**config.mk**
```make
export PLATFORM = sky130hd
export DESIGN_NAME = dmem_arbiter
export DESIGN_NICKNAME = d
export VERILOG_FILES = /design/src/rtl/dmem_pkg.sv /design/src/rtl/rr_arb2.sv /design/src/rtl/dmem_arbiter.sv
export SDC_FILE = /design/constraint.sdc
export NUM_CORES = 1
export LEC_CHECK = 0
export BUFFER_PORTS_ARGS = -buffer_cell sky130_fd_sc_hd__buf_2
export CAP_MARGIN = 30
export CELL_PAD_IN_SITES_DETAIL_PLACEMENT = 0
export CELL_PAD_IN_SITES_GLOBAL_PLACEMENT = 2
export CORE_UTILIZATION = 30
export DETAILED_ROUTE_END_ITERATION = 12
export HOLD_SLACK_MARGIN = 0.12
export MAX_ROUTING_LAYER = met4
export PLACE_DENSITY_LB_ADDON = 0.1
export SETUP_SLACK_MARGIN = 0.2
export SLEW_MARGIN = 10
export SYNTH_ARGS = -nofsm -noshare
export SYNTH_HDL_FRONTEND = slang
export SYNTH_HIERARCHICAL = 1
export SYNTH_SLANG_ARGS = --single-unit
```
**constraint.sdc**
```tcl
create_clock -name clk -period 2.9 [get_ports clk]
set_clock_uncertainty 0.2 [all_clocks]
set_input_delay 0.87 -clock clk [delete_from_list [all_inputs] [get_ports clk]]
set_output_delay 0.87 -clock clk [all_outputs]
set_load 0.02 [all_outputs]
```
**src/rtl/dmem_pkg.sv**
```systemverilog
// Shared definitions for the data-memory arbiter: FSM states, port indices
// and default widths.
package dmem_pkg;

  typedef enum logic [1:0] {
    IDLE   = 2'd0,
    ACCESS = 2'd1,
    RESP   = 2'd2
  } state_t;

  localparam logic PORT_CORE = 1'b0;
  localparam logic PORT_DMA  = 1'b1;

  localparam int DEFAULT_DM_ADDRESS = 9;
  localparam int DEFAULT_DATA_W     = 32;

endpackage

```
**src/rtl/rr_arb2.sv**
```systemverilog
// Two-input round-robin arbiter: combinational pick, plus a register holding
// the last port granted so that ties alternate.
module rr_arb2
  import dmem_pkg::*;
(
  input  logic       clk,
  input  logic       rst_n,
  input  logic [1:0] req,
  input  logic       update,
  output logic       pick
);

  logic last;

  always_comb begin
    pick = PORT_CORE;
    case (req)
      2'b10:   pick = PORT_DMA;
      2'b11:   pick = ~last;
      default: pick = PORT_CORE;
    endcase
  end

  // Starting at PORT_DMA hands the first tie to the core port.
  always_ff @(posedge clk or negedge rst_n) begin
    if (!rst_n)
      last <= PORT_DMA;
    else if (update)
      last <= pick;
  end

endmodule

```
**src/rtl/dmem_arbiter.sv**
```systemverilog
// Arbitrates the core and DMA/debug ports onto one data memory; each access
// takes three cycles (IDLE sample, ACCESS drive, RESP acknowledge).
module dmem_arbiter
  import dmem_pkg::*;
#(
  parameter int DM_ADDRESS = DEFAULT_DM_ADDRESS,
  parameter int DATA_W     = DEFAULT_DATA_W
) (
  input  logic                  clk,
  input  logic                  rst_n,
  input  logic                  p0_req,
  input  logic                  p0_we,
  input  logic [DM_ADDRESS-1:0] p0_addr,
  input  logic [DATA_W-1:0]     p0_wdata,
  input  logic                  p1_req,
  input  logic                  p1_we,
  input  logic [DM_ADDRESS-1:0] p1_addr,
  input  logic [DATA_W-1:0]     p1_wdata,
  output logic                  p0_gnt,
  output logic                  p1_gnt,
  output logic                  p0_rvalid,
  output logic                  p1_rvalid,
  output logic [DATA_W-1:0]     rdata,
  output logic                  MemRead,
  output logic                  MemWrite,
  output logic [DM_ADDRESS-1:0] a,
  output logic [DATA_W-1:0]     wd,
  input  logic [DATA_W-1:0]     rd
);

  state_t                state, next_state;
  logic                  pick;
  logic                  take;
  logic                  sel;
  logic                  lat_we;
  logic [DM_ADDRESS-1:0] lat_addr;
  logic [DATA_W-1:0]     lat_wdata;

  assign take = (state == IDLE) && (p0_req || p1_req);

  rr_arb2 u_arb (
    .clk    (clk),
    .rst_n  (rst_n),
    .req    ({p1_req, p0_req}),
    .update (take),
    .pick   (pick)
  );

  always_ff @(posedge clk or negedge rst_n) begin
    if (!rst_n)
      state <= IDLE;
    else
      state <= next_state;
  end

  always_comb begin
    next_state = state;
    case (state)
      IDLE:    if (p0_req || p1_req) next_state = ACCESS;
      ACCESS:  next_state = RESP;
      RESP:    next_state = IDLE;
      default: next_state = IDLE;
    endcase
  end

  // The winner's request is frozen here so later input changes cannot disturb it.
  always_ff @(posedge clk or negedge rst_n) begin
    if (!rst_n) begin
      sel       <= PORT_CORE;
      lat_we    <= 1'b0;
      lat_addr  <= '0;
      lat_wdata <= '0;
    end else if (take) begin
      sel       <= pick;
      lat_we    <= (pick == PORT_DMA) ? p1_we    : p0_we;
      lat_addr  <= (pick == PORT_DMA) ? p1_addr  : p0_addr;
      lat_wdata <= (pick == PORT_DMA) ? p1_wdata : p0_wdata;
    end
  end

  always_ff @(posedge clk or negedge rst_n) begin
    if (!rst_n)
      rdata <= '0;
    else if (state == ACCESS && !lat_we)
      rdata <= rd;
  end

  always_comb begin
    p0_gnt    = 1'b0;
    p1_gnt    = 1'b0;
    p0_rvalid = 1'b0;
    p1_rvalid = 1'b0;
    MemRead   = 1'b0;
    MemWrite  = 1'b0;
    a         = '0;
    wd        = '0;
    case (state)
      ACCESS: begin
        p0_gnt   = (sel == PORT_CORE);
        p1_gnt   = (sel == PORT_DMA);
        MemRead  = !lat_we;
        MemWrite = lat_we;
        a        = lat_addr;
        wd       = lat_we ? lat_wdata : '0;
      end
      RESP: begin
        p0_rvalid = (sel == PORT_CORE);
        p1_rvalid = (sel == PORT_DMA);
      end
      default: ;
    endcase
  end

endmodule

```
==> flow_metrics.tcl <==
set metrics [dict create \
    maxCapViolCount 0 \
    tightest_slew_ns 0.5481 \
    rows 40 \
    clock_path_buffers 2 \
    h-tree-depth 3 \
    area.growth.synth_to_final_pct 40.49 \
    synthAdderAreaFrac 0 \
    synth-seq-cells 78 \
    critPathLaunchType "register" \
    cp-end-kind "primary output" \
    ant_nets 0 \
    synth_compound_area_frac 0.002999 \
    powerDensity_nw_per_um2 1086 \
    synth-seq-area-share 0.5202 \
    max_freq_ghz 0.3815 \
    clk_latency_ns 0.33 \
    cpMaxStageDelayCell "dfrtp_2" \
    arrival_ns 1.55 \
    path_max_fanout 21 \
    cts.sinks 78 \
    final-max-slew-violation-count 0 \
    cp_cell_sequence "nand2b_4, inv_2, buf_8, and3_1, buf_2" \
    setup_viol_count_final 0 \
    synthArstFlopShare 1.000 \
    status "completed" \
    grtUsageTotal 0.1489 \
    finalCritPeriodShare 0.9039 \
    ctsHoldBuffers 0 \
    synth_top_cell_by_area "dfrtp_1" \
    drive_above_1_share 0.7331 \
    finalPower_mw 5.728 \
    port_buffers 198 \
    grt_max_degree 42 \
    layout.nets 587 \
    min_path_type "register to register" \
    grt_pass1_wl_um 14230 \
    synthTopCellsByCount "mux2_2, dfrtp_1, and3_1" \
    critPathKind "register to primary output" \
    critPathRequiredTime_ns 1.83 \
    overflow 0 \
    clock-root-buffer "clkbuf_16" \
    viasPerCell 4.469 \
    wl_per_cell_um 14.32 \
    yosys_warnings 6 \
    setup-tns-final_ns 0 \
    synth_top_area_frac 0.5132 \
    route.vias.total 2860 \
    ir_drop_mv 0.4849 \
    drt-total-wl_um 9163 \
    hpwl_um 6760 \
    p_leak_nw 2.684 \
    finalCriticalPeriod_ns 2.621 \
    cts_setup_buffers 0 \
    dieWidth_um 113.9 \
    antenna_found_initial 0 \
    place_congestion 0.7075 \
    core_area_sq_um 12110 \
    synth-edff-count 0 \
    die_area_sq_um 12970 \
    first_pass_iters 4 \
    synth_area_per_cell_sq_um 14.01 \
    synth.lib_cells_used.distinct 20 \
    synthCells 268 \
    synth-xor-area-share 0 \
    initial_core_util 0.3100 \
    tritoncts "built" \
    finalHoldViolCount 0 \
    synthTopCellsByArea "dfrtp_1, mux2_2, and3_1" \
    synthMuxAreaShare 0.3549 \
    cts_buffers 9 \
    synth.most_common_cell "mux2_2" \
    initialDrtViolationCount 66 \
    synth_area_sq_um 3755 \
    synth_top_family_by_area "multiplexers" \
    grt_pass1_vias 2839 \
    synth-simple-area-share 0.08897 \
    fp.dieH_um 113.9 \
    rsz0062_at_grt "yes" \
    slew_headroom 0.6346 \
    io_pins 199 \
    synth_flop_cell "dfrtp_1" \
    cp_top_family "flip-flops" \
    critPathBufInv 3 \
    syn_nets 388 \
    clk_pin_slew_ns 0.06 \
    antenna_cells 0 \
    cpPeakStageDelay_ns 0.44 \
    drc 0 \
    fillers 1214 \
]
## area by class of cell
cell class,instances,area (sq um),area share
Clock buffer,12,246.5,0.04673
Sequential cell,78,1956,0.3707
Inverter,1,3.754,0.0007116
Tap cell,168,210.2,0.03985
Clock inverter,4,70.07,0.01328
Multi-Input combinational cell,170,1690,0.3204
Timing Repair Buffer,207,1099,0.2083
## kinds of logic (layout without fill, tap and decap cells)
group | count (synthesis) | after routing
DFF | 78 | 78
AOI/OAI and AO/OA | 1 | 1
muxes | 118 | 118
and+or+nand+nor | 51 | 51
buffers and inverters | 20 | 224
## registers in the layout, summed over array words and instances, names as in the netlist
signal,count
lat_addr,9
state,2
rdata,32
sel,1
lat_we,1
u_arb/last,1
lat_wdata,32
## routing by layer
| metal | GRT usage | share of wire |
|---|---|---|
| met5 | - | 0 |
| met4 | 0.05195 | 0.0085 |
| met3 | 0.04516 | 0.078 |
| met1 | 0.1811 | 0.45 |
| met2 | 0.2350 | 0.47 |
## layout by cell type (no fill, tap or decap), types with 2 or more instances in the layout
master     instances
buf_2            195
dfrtp_2            2
bufinv_16          2
dfrtp_1           75
buf_4              8
and3_1            32
and2_1            11
clkinv_2           2
mux2_2           116
clkbuf_1           2
clkbuf_16          9
nor2_1             2
buf_12             2
## power breakdown
| part | switching [mW] | internal [mW] | leakage (nW) |
|---|---|---|---|
| Clock | 0.425 | 0.775 | 0.157 |
| Sequential | 0.283 | 1.66 | 0.913 |
| Combinational | 1.34 | 1.25 | 1.61 |
| Total | 2.05 | 3.68 | 2.68 |
## worst reg2reg max path, cell delays in order, from the launching register on
cell and delay [ns]:
dfstp_2 0.39, a21boi_4 0.15, buf_4 0.35, mux2_2 0.39, mux2_2 0.26
## worst paths after layout
path	from	end	slack (ns)	cells past startpoint
worst max-delay path	state[1]$_DFFE_PN0P_	wd[20]	0.28	5
worst min-delay path	lat_addr[6]$_DFFE_PN0P_	lat_addr[6]$_DFFE_PN0P_	0.30	1
worst max register to register	u_arb/last$_DFFE_PN1P_	lat_wdata[21]$_DFFE_PN0P_	1.05	4
worst min register to register	lat_addr[6]$_DFFE_PN0P_	lat_addr[6]$_DFFE_PN0P_	0.30	1
max in group asynchronous	rst_n	u_arb/last$_DFFE_PN1P_	1.51	2
min in group asynchronous	rst_n	lat_wdata[17]$_DFFE_PN0P_	0.32	1
## per-stage QoR
stage                     hold slack [ns]  instances  setup slack [ns]    util  instance area, sq um
after detailed placement           0.2873        624            0.4392  0.4067                  4926
after floorplan                    0.2720        268            0.5693       -                  3755
after global routing               0.3112        640            0.1900  0.4355                  5275
after global placement             0.2811        624            0.4357  0.4067                  4926
after CTS                          0.3007        640            0.2384  0.4350                  5269
final                              0.2963        640            0.2786  0.4355                  5275
## repair_timing
action	CTS	global route
resized for setup	8	3
endpoints found under the setup margin	43	27
hold endpoints to repair	0	0
Note: power is estimated with default switching activity, not from simulation.
